`src/rtl/pipe_pkg.sv`:
```
// Shared types and constants for the handshaked pipeline stage register.
package pipe_pkg;

    typedef enum logic [1:0] {
        EMPTY = 2'd0,
        ONE   = 2'd1,
        FULL  = 2'd2
    } pipe_state_t;

    // An all-zero word is what downstream decodes as a bubble.
    localparam int PIPE_BUBBLE_INSTR = 0;
    localparam int PIPE_BUBBLE_PC    = 0;

endpackage

```
`src/rtl/sat_counter.sv`:
```
// Saturating up-counter with synchronous active-low clear.
module sat_counter #(
    parameter int W = 16
) (
    input  logic         clk,
    input  logic         clr_n,
    input  logic         en,
    output logic [W-1:0] count
);

    always_ff @(posedge clk) begin
        if (!clr_n)
            count <= '0;
        else if (en && (count != '1))
            count <= count + W'(1);
    end

endmodule

```
`src/rtl/pipe_stage_reg.sv`:
```
// Handshaked IF/ID-style stage register with a two-entry skid buffer and flush.
// Optional stall/flush statistics counters are built when PIPE_STAGE_STATS_EN is defined.
module pipe_stage_reg
    import pipe_pkg::*;
#(
    parameter int INSTR_W = 32,
    parameter int PC_W    = 64,
    parameter int CNT_W   = 16
) (
    input  logic               clk,
    input  logic               reset_n,
    input  logic               flush,
    input  logic               in_valid,
    output logic               in_ready,
    input  logic [INSTR_W-1:0] in_instr,
    input  logic [PC_W-1:0]    in_pc,
    output logic               out_valid,
    input  logic               out_ready,
    output logic [INSTR_W-1:0] out_instr,
    output logic [PC_W-1:0]    out_pc
`ifdef PIPE_STAGE_STATS_EN
    ,
    output logic [CNT_W-1:0]   stall_count,
    output logic [CNT_W-1:0]   flush_count
`endif
);

    localparam logic [INSTR_W-1:0] BUB_INSTR = INSTR_W'(PIPE_BUBBLE_INSTR);
    localparam logic [PC_W-1:0]    BUB_PC    = PC_W'(PIPE_BUBBLE_PC);

    pipe_state_t        state, state_d;
    logic [INSTR_W-1:0] main_instr, main_instr_d, skid_instr, skid_instr_d;
    logic [PC_W-1:0]    main_pc, main_pc_d, skid_pc, skid_pc_d;
    logic               in_xfer, out_xfer;

    assign out_valid = (state != EMPTY);
    assign out_instr = main_instr;
    assign out_pc    = main_pc;
    assign in_xfer   = in_valid && in_ready;
    assign out_xfer  = out_valid && out_ready;

    always_comb begin
        state_d      = state;
        main_instr_d = main_instr;
        main_pc_d    = main_pc;
        skid_instr_d = skid_instr;
        skid_pc_d    = skid_pc;
        case (state)
            EMPTY: begin
                if (in_xfer) begin
                    main_instr_d = in_instr;
                    main_pc_d    = in_pc;
                    state_d      = ONE;
                end
            end
            ONE: begin
                if (in_xfer && out_xfer) begin
                    main_instr_d = in_instr;
                    main_pc_d    = in_pc;
                end else if (in_xfer) begin
                    skid_instr_d = in_instr;
                    skid_pc_d    = in_pc;
                    state_d      = FULL;
                end else if (out_xfer) begin
                    // Draining to empty leaves a bubble on the outputs.
                    main_instr_d = BUB_INSTR;
                    main_pc_d    = BUB_PC;
                    state_d      = EMPTY;
                end
            end
            FULL: begin
                if (out_xfer) begin
                    main_instr_d = skid_instr;
                    main_pc_d    = skid_pc;
                    skid_instr_d = BUB_INSTR;
                    skid_pc_d    = BUB_PC;
                    state_d      = ONE;
                end
            end
            default: state_d = EMPTY;
        endcase
        // A redirect kills everything, including an entry accepted this cycle.
        if (flush) begin
            state_d      = EMPTY;
            main_instr_d = BUB_INSTR;
            main_pc_d    = BUB_PC;
            skid_instr_d = BUB_INSTR;
            skid_pc_d    = BUB_PC;
        end
    end

    always_ff @(posedge clk) begin
        if (!reset_n) begin
            state      <= EMPTY;
            in_ready   <= 1'b0;
            main_instr <= BUB_INSTR;
            main_pc    <= BUB_PC;
            skid_instr <= BUB_INSTR;
            skid_pc    <= BUB_PC;
        end else begin
            state      <= state_d;
            in_ready   <= (state_d != FULL);
            main_instr <= main_instr_d;
            main_pc    <= main_pc_d;
            skid_instr <= skid_instr_d;
            skid_pc    <= skid_pc_d;
        end
    end

`ifdef PIPE_STAGE_STATS_EN
    sat_counter #(.W(CNT_W)) u_stall_cnt (
        .clk   (clk),
        .clr_n (reset_n),
        .en    (out_valid && !out_ready),
        .count (stall_count)
    );

    sat_counter #(.W(CNT_W)) u_flush_cnt (
        .clk   (clk),
        .clr_n (reset_n),
        .en    (flush),
        .count (flush_count)
    );
`else
    logic stats_unused;
    assign stats_unused = (CNT_W > 0);
`endif

endmodule

```
`config.mk`:
```
export PLATFORM = sky130hd
export DESIGN_NAME = pipe_stage_reg
export DESIGN_NICKNAME = d
export VERILOG_FILES = /design/src/rtl/pipe_pkg.sv /design/src/rtl/sat_counter.sv /design/src/rtl/pipe_stage_reg.sv
export SDC_FILE = /design/constraint.sdc
export NUM_CORES = 1
export LEC_CHECK = 0
export CORE_ASPECT_RATIO = 1.5
export CORE_MARGIN = 4
export CORE_UTILIZATION = 53
export DETAILED_ROUTE_END_ITERATION = 7
export GPL_TIMING_DRIVEN = 0
export PLACE_DENSITY = 0.95
export SETUP_SLACK_MARGIN = 0.5
export SLEW_MARGIN = 20
export SYNTH_ARGS = -nofsm -noshare
export SYNTH_HDL_FRONTEND = slang
export SYNTH_SLANG_ARGS = --single-unit
```
`constraint.sdc`:
```
create_clock -name clk -period 4.2 [get_ports clk]
set_input_delay 1.05 -clock clk [delete_from_list [all_inputs] [get_ports clk]]
set_output_delay 1.05 -clock clk [all_outputs]
set_load 0.05 [all_outputs]
```
# Word level (Yosys, flattened, before mapping)
# Index checks and enable logic that the tools add are counted.
[totals] out_inout_bits=98 reg_bits=195 input_bits=101
[classes] n_bitwise=1 n_mux=23 eq_ne=9 reduce_logical=10
[ops] cell="64-bit two-way mux" n=6
[ops] cell="32-bit two-way mux" n=6
[ops] cell="64-bit one-hot mux with 3 select lines" n=1
[ops] cell="64-bit one-hot mux with 2 select lines" n=1
[ops] cell="32-bit one-hot mux with 3 select lines" n=1
[ops] cell="32-bit one-hot mux with 2 select lines" n=1
[ops] cell="2-bit two-way mux" n=6
[ops] cell="2-bit != test (second input constant)" n=5
[ops] cell="3-bit != test (second input constant)" n=2
[ops] cell="2-bit one-hot mux with 3 select lines" n=1
[ops] cell="5-bit AND reduction" n=1
[ops] cell="4-bit AND reduction" n=1
[ops] cell="2-bit nonzero test" n=2
[ops] cell="1-bit logical AND" n=3
[ops] cell="3-bit nonzero test" n=1
[ops] cell="2-bit by 1-bit == test with 1-bit output (second input constant)" n=1
[ops] cell="2-bit == test (second input constant)" n=1
[ops] cell="2-bit zero test" n=1
[ops] cell="2-bit OR reduction" n=1
[ops] cell="1-bit inverter" n=1

# Depth between registers and ports, before layout
# Gate-level depths: netlist of run 1.
[depth] ltp_word=8 mapped_depth=10 mapped_depth_nobuf=6

# Least setup slack after synthesis of run 1
# No wires, ideal clock.
[synth_timing] kind="input to register" start="input in_valid" end="register in_ready" path_stages=4 slack_ns=2.037 arrival_ns=2.043 cell_sequence="and2_0 > a21oi_1 > or4_1 > o31a_1"
[synth_via] elab_chain_cells=6 elab_cells_between_ends=8 classes_between="eq/ne: 1; mux: 5; reduce/logical: 2"
[synth_lines] item="start: declaration" line_no="pipe_stage_reg.sv:13" source="input logic in_valid,"
[synth_lines] item="1-bit logical AND (*)" line_no="pipe_stage_reg.sv:39" source="assign in_xfer = in_valid && in_ready;"
[synth_lines] item="2-bit two-way mux or 1-bit logical AND (tied branches)" line_no="pipe_stage_reg.sv:60, pipe_stage_reg.sv:57"
[synth_lines] item="2-bit two-way mux" line_no="pipe_stage_reg.sv:57" source="if (in_xfer && out_xfer) begin"
[synth_lines] item="2-bit one-hot mux with 3 select lines (*)" line_no="pipe_stage_reg.sv:48" source="case (state)"
[synth_lines] item="2-bit two-way mux (*)" line_no="pipe_stage_reg.sv:83" source="if (flush) begin"
[synth_lines] item="2-bit != test (*)" line_no="pipe_stage_reg.sv:102" source="in_ready <= (state_d != FULL);"
[synth_lines] item="end signal: assignment" line_no="pipe_stage_reg.sv:102"
[synth_lines] item="end: declaration" line_no="pipe_stage_reg.sv:14" source="output logic in_ready,"
# Mark *: on every way between the ends. The rest lies on a longest branch, timed or not.
# A chain may end at the register's enable or synchronous reset.

# Final worst setup path of run 1
[layout_timing] start="register state[0]" end="output out_valid"
[layout_via] elab_chain_cells=1
[layout_lines] item="start: declaration" line_no="pipe_stage_reg.sv:31" source="pipe_state_t state, state_d;"
[layout_lines] item="start signal: assignment" line_no="pipe_stage_reg.sv:101" source="state <= state_d;"
[layout_lines] item="2-bit nonzero test" line_no="pipe_stage_reg.sv:36" source="assign out_valid = (state != EMPTY);"
[layout_lines] item="end: declaration" line_no="pipe_stage_reg.sv:17" source="output logic out_valid,"
# No other way between the ends.

==> results of run 1 <==
==> area by class of cell <==
type	instances	share of cell area, %
Multi-Input combinational cell	609	34.7
Tap cell	199	2.28
Timing Repair Buffer	198	18.1
Buffer	95	3.91
Inverter	5	0.172
Antenna cell	2	0.0458
Sequential cell	195	35.7
Clock inverter	11	0.916
Clock buffer	21	4.12
==> cells by family (layout without fill, tap and decap cells) <==
kind of cell | after synthesis | in the layout | synth area share [%]
XOR/XNOR | 1 | 1 | 0.108
buffers and inverters | 100 | 330 | 5.48
other | 0 | 2 | 0
adder cells (fa/ha/maj) | 5 | 5 | 0.768
AND/OR/NAND/NOR | 304 | 304 | 16.1
AO/OA/AOI/OAI | 299 | 299 | 29.7
flip-flops | 195 | 195 | 47.9
==> worst max-delay path, delay by kind of cell, from the launching register on <==
| kind | cells | cell delay (ps) |
|---|---|---|
| fa+ha+maj | 1 | 280 |
| flops | 1 | 480 |
| buf+inv | 3 | 1080 |
==> power breakdown <==
part	switching [mW]	leakage, nW	internal [mW]
registers	0.0281	1.58	1.89
clock network	0.740	0.251	0.790
logic	0.425	1.87	0.257
==> sequential cells by signal (all words and copies together), names as in the netlist <==
name	flops
state	2
out_instr	32
skid_instr	32
in_ready	1
out_pc	64
skid_pc	64
==> how the worst min path moves through the flow <==
stage | from | end | slack (ps) | depth (start not counted)
floorplan | skid_instr[0] | skid_instr[0] | 430 | 2
global placement | skid_instr[28] | skid_instr[28] | 440 | 2
detailed placement | skid_pc[2] | skid_pc[2] | 440 | 2
CTS | skid_pc[39] | skid_pc[39] | 450 | 2
global route | skid_instr[27] | skid_instr[27] | 470 | 2
finish | skid_instr[27] | skid_instr[27] | 450 | 2
==> placed cells by master (no fill, tap or decap), drive strengths merged <==
master,synthesis,layout
clkdlybuf4s50,0,198
dfxtp,195,195
nor2,99,99
nand2,98,98
a21oi,97,97
nand3,97,97
a22oi,96,96
a211oi,96,96
clkbuf,54,75
buf,41,41
inv,4,7
ha,5,5
clkinvlp,0,5
o21ai,4,4
clkinv,1,4
diode,0,2
o31a,2,2
nand2b,2,2
nor2b,2,2
and2,2,2
nand4bb,1,1
o31ai,1,1
and4bb,1,1
o221a,1,1
xor2,1,1
o211ai,1,1
a31oi,1,1
or4,1,1
nor4,1,1
==> per-layer routing <==
layer | vias up | share of wire (%) | global-route usage, %
met3 | 53 | 6.5 | 5.46
li1 | 3696 | - | -
met1 | 3726 | 37 | 29.7
met4 | 2 | 2.9 | 11.1
met2 | 316 | 54 | 48.4
met5 | - | 0.033 | 0
==> summary.md, run 1 <==
| Metric | Value |
|---|---|
| Worst EP arrival | `2250 ps` |
| RSZ-0062 raised after global routing | `no` |
| Synth area leaders | `dfxtp_1, a211oi_2, a22oi_1` |
| DR vias | `7793` |
| CTS Buf Count | `17` |
| Yosys warns | `0` |
| Util after Layout | `72.5%` |
| Longest Clk Path Bufs | `2` |
| Post-Syn Instances | `904` |
| Start of the worst register-to-register path | `state[0]` |
| Mapped Nets | `1010` |
| Skew final | `8.60 ps` |
| TritonCTS clock tree | `done` |
| Final min period | `3300 ps` |
| Wirelength per Cell | `18.0 um` |
| Crit start category | `flip-flop` |
| Post-DP HPWL | `17.5 mm` |
| Clock Latency Late Sink | `420 ps` |
| Multi-input gate area | `0.00379 sq mm` |
| Largest net degree at the start of global routing | `18` |
| R2R depth | `8` |
| Setup tns final | `0 ps` |
| Seq cells post-synth | `195` |
| Final Cycle Share | `78.7%` |
| PwrDens | `378 mW/mm^2` |
| Vias in the first global route | `7681` |
| Distinct cells, synth | `32` |
| Initial detailed-routing violation count | `409` |
| Largest area contributor in the synthesized netlist | `dfxtp_1` |
| Die area | `0.0175 sq mm` |
| Wirelength, routed | `24.1 mm` |
| Post-Syn Area | `0.00814 sq mm` |
| Total Power | `4.13 mW` |
| Core area | `0.0151 sq mm` |
| Hold Fails Final Rpt | `0` |
| Critical path, cell by cell | `inv_1 -> ha_1 -> inv_1 -> clkdlybuf4s50_1` |
| Top-count cell post-synth | `dfxtp_1` |
| Worst path max stage delay | `820 ps` |
| 1st-pass router iterations | `5` |
| GRT Util Overall | `26.7%` |
| FMAX | `303 MHz` |
| Global-route wire length before repair | `37.6 mm` |
| Die width | `109 um` |
| Hold Slack | `452 ps` |
| Critical Path End Type | `output pin` |
| Syn_area_per_cell | `9.01 sq um` |
| Placed Instances | `1301` |
| Initial core utilization | `54.0%` |
| Post-DRT Antenna Nets | `0` |
| Fin nets | `1227` |
| # H-tree levels | `4` |
| Crit path from | `state[0]` |
| I/O Buffers | `198` |
| Post-route DRC | `0` |
| Worst setup path endpoint | `out_valid` |
| Share of cells above drive strength 1 | `13.7%` |
| R2R setup slack | `1720 ps` |
| Reg area | `0.00390 sq mm` |
| Die Height | `160 um` |
| Status | `finished clean` |
| Top FF cell, synth | `dfxtp_1` |
| Async SR Flop Fraction | `0%` |
| Setup violators final | `0` |
| Worst Setup Slack post-DPL | `1030 ps` |
| Slew Viols, Final | `0` |
| Post-CTS Setup Bufs | `0` |
| Peak VDD IR | `0.000281 V` |
| Critical path type | `reg -> out` |
| Rel. slew slack | `52.7%` |
| Yosys top cell area share | `47.9%` |
| Placed standard-cell area | `0.0104 sq mm` |
| GRT overflow | `0` |
| Rows | `55` |
| Total of max-cap violations | `0` |
| Io pins | `199` |
| Leakage | `3.70 nW` |
| Via density | `5.84` |
| Finished Layout Cells | `1335` |
| R2r endpoint | `out_pc[46]` |
| Sequential share of the synthesized area | `47.9%` |
| Cell area after layout | `0.0109 sq mm` |
| Req. time, crit path | `3150 ps` |
| Slowest CP cell | `clkdlybuf4s50_1` |
| EDFF count, synth | `0` |
| Cts repair resizes | `0` |
| # hold bufs at CTS | `0` |
| RePlAce Congestion | `0.869` |
| CP Max Fanout | `7` |
| TritonCTS Sinks | `195` |
| CTS root buf | `clkbuf_16` |
| Filler Cell Count | `1040` |
| Initial antenna violation count | `3` |
| Worst hold-check path type | `reg -> reg` |
| Worst slew pin tran | `709 ps` |
| Post-synth top cells | `dfxtp_1, nor2_1, nand2_1` |
| CTS clk-pin slew, worst paths | `70 ps` |
| CP most frequent cell | `inv_1` |
| Setup WS post-layout | `896 ps` |
| Layout area overhead | `34.2%` |
No activity file was read; power rests on OpenSTA's default activity.
==> run 2: changes to the inputs <==
- CORE_UTILIZATION: 53 -> 50
- PLACE_DENSITY: 0.95 -> 0.93
- clock period: 4.2 -> 3.3 ns (I/O delays scaled with it)
==> run 2 against run 1 <==
  * Worst setup slack got worse by 160 ps
  * Global-route usage decreased by 0.72 points
  * Clock skew increased by 4.4 ps
  * Total power increased by 30%
==> summary.md, run 2 (synthesized netlist as in run 1, its figures left out) <==
| Metric | Value |
|---|---|
| Status | `finished clean` |
| Share of cells above drive strength 1 | `13.9%` |
| I/O Buffers | `198` |
| FMAX | `389 MHz` |
| Core area | `0.0158 sq mm` |
| Final Cycle Share | `77.8%` |
| Largest net degree at the start of global routing | `19` |
| Via density | `5.86` |
| Rows | `56` |
| Slew Viols, Final | `0` |
| Post-DP HPWL | `17.9 mm` |
| Commonest non-fill, non-tap cell in the layout | `clkdlybuf4s50_1` |
| Initial antenna violation count | `5` |
| Hold_sp | `skid_pc[3]` |
| TritonCTS clock tree | `done` |
| RSZ-0062 raised after global routing | `no` |
| Total Power | `5.36 mW` |
| Switching power | `1.53 mW` |
| # H-tree levels | `4` |
| Initial core utilization | `51.4%` |
| Commonest non-fill, non-tap cells in the layout | `clkdlybuf4s50_1, dfxtp_1, nor2_1` |
| Leakage | `3.73 nW` |
| Io pins | `199` |
| 1st-pass router iterations | `5` |
| Worst hold-check path type | `reg -> reg` |
| Switching Fraction | `28.6%` |
| TritonCTS Sinks | `195` |
| DR vias | `7840` |
| CTS root buf | `clkbuf_16` |
| Hold Fails Final Rpt | `0` |
| RePlAce Congestion | `0.845` |
| Post-DRT Antenna Nets | `0` |
| Setup tns final | `0 ps` |
| Post-CTS Setup Bufs | `0` |
| Combinational fraction of design power | `16.3%` |
| Req. time, crit path | `3630 ps` |
| GRT Util Overall | `26.0%` |
| Die width | `112 um` |
| Internal Power | `3.83 mW` |
| Vias in the first global route | `7824` |
| CP Max Fanout | `10` |
| Post-route DRC | `0` |
| Crit path from | `out_ready` |
| PwrDens | `489 mW/mm^2` |
| Skew final | `13.0 ps` |
| GRT overflow | `0` |
| Worst slew pin tran | `770 ps` |
| Crit start category | `primary input` |
| Clock power frac | `38.1%` |
| Layout area overhead | `34.6%` |
| Sequential fraction of design power | `45.6%` |
| Wirelength, routed | `24.5 mm` |
| CTS clk-pin slew, worst paths | `70 ps` |
| Initial detailed-routing violation count | `545` |
| Total of max-cap violations | `0` |
| Peak VDD IR | `0.000353 V` |
| Clock Latency Late Sink | `420 ps` |
| Critical path type | `in -> reg` |
| Final min period | `2570 ps` |
| Critical Path End Type | `flip-flop` |
| Start of the worst register-to-register path | `state[0]` |
| Longest Clk Path Bufs | `2` |
| Fin nets | `1227` |
| Setup violators final | `0` |
| Rel. slew slack | `48.7%` |
| CTS Buf Count | `17` |
| Die area | `0.0184 sq mm` |
| Wirelength per Cell | `18.3 um` |
| Die Height | `164 um` |
| Global-route wire length before repair | `39.3 mm` |
| Worst EP arrival | `2890 ps` |
==> run 2: cell count changes in the layout (fill, tap and decap cells not counted), sizes merged <==
cell,delta
bufinv,+1
clkinvlp,-4
clkdlybuf4s50,-1
diode,-1
clkbuf,-1
clkinv,+1
inv,+3
==> run 2: power groups by stage <==
stage | Sequential [mW] | Clock, mW | Combinational, mW
2_1_floorplan | 2.68 | 0 | 0.335
3_3_place_gp | 2.50 | 0 | 0.851
3_5_place_dp | 2.50 | 0 | 0.866
4_1_cts | 2.45 | 2.05 | 0.871
5_1_grt | 2.45 | 2.15 | 0.925
6_report | 2.45 | 2.04 | 0.871
==> run 2: timing repair <==
item	CTS	global route
hold buffers	0	0
endpoints found under the setup margin	1	1
cloned	0	0
gates resized for setup	1	2
endpoints found under the hold margin	0	0
==> run 2: layout make-up <==
cell class	instances	area [sq um]
flip-flops and latches	195	3900
well taps	203	254
diodes	1	2.50
clock buffers	19	443
plain buffers	95	428
fillers	1237	4880
inverters	5	18.8
clock inverters	12	138
multi-input cells	609	3790
repair buffers	198	1980
==> run 2: worst max-delay path: stages <==
cell,delay [ps]
clkdlybuf4s50_1,590
nand2b_1,140
o21ai_2,420
buf_4,280
buf_2,250
a22oi_1,140
a211oi_2,240
==> run 2: path summary, 6_finish.rpt <==
check	to	slack [ps]	cells past startpoint
worst max-delay path	out_instr[23]	730	7
worst min-delay path	skid_pc[3]	450	2
worst max register to register	skid_pc[61]	820	8
worst min register to register	skid_pc[3]	450	2
==> run 2: metrics by stage <==
step / std cells / instance area [sq um] / hold WS (ps) / util [%] / worst slack (ps)
floorplan: 904 / 8140 / 432 / - / 1310
global placement: 1305 / 10400 / 437 / 65.5 / 361
detailed placement: 1305 / 10400 / 443 / 65.5 / 342
CTS: 1336 / 11000 / 452 / 69.2 / 549
global route: 1337 / 11000 / 471 / 69.2 / 627
finish: 1337 / 11000 / 453 / 69.2 / 733
==> run 2: metal layers <==
metal | vias to the layer above | GRT usage [%] | part of all wire, %
met5 | - | 0 | 0.22
met4 | 8 | 11.3 | 3.7
met3 | 68 | 4.87 | 5.5
met2 | 305 | 46.9 | 52
met1 | 3760 | 29.7 | 38
li1 | 3699 | - | -
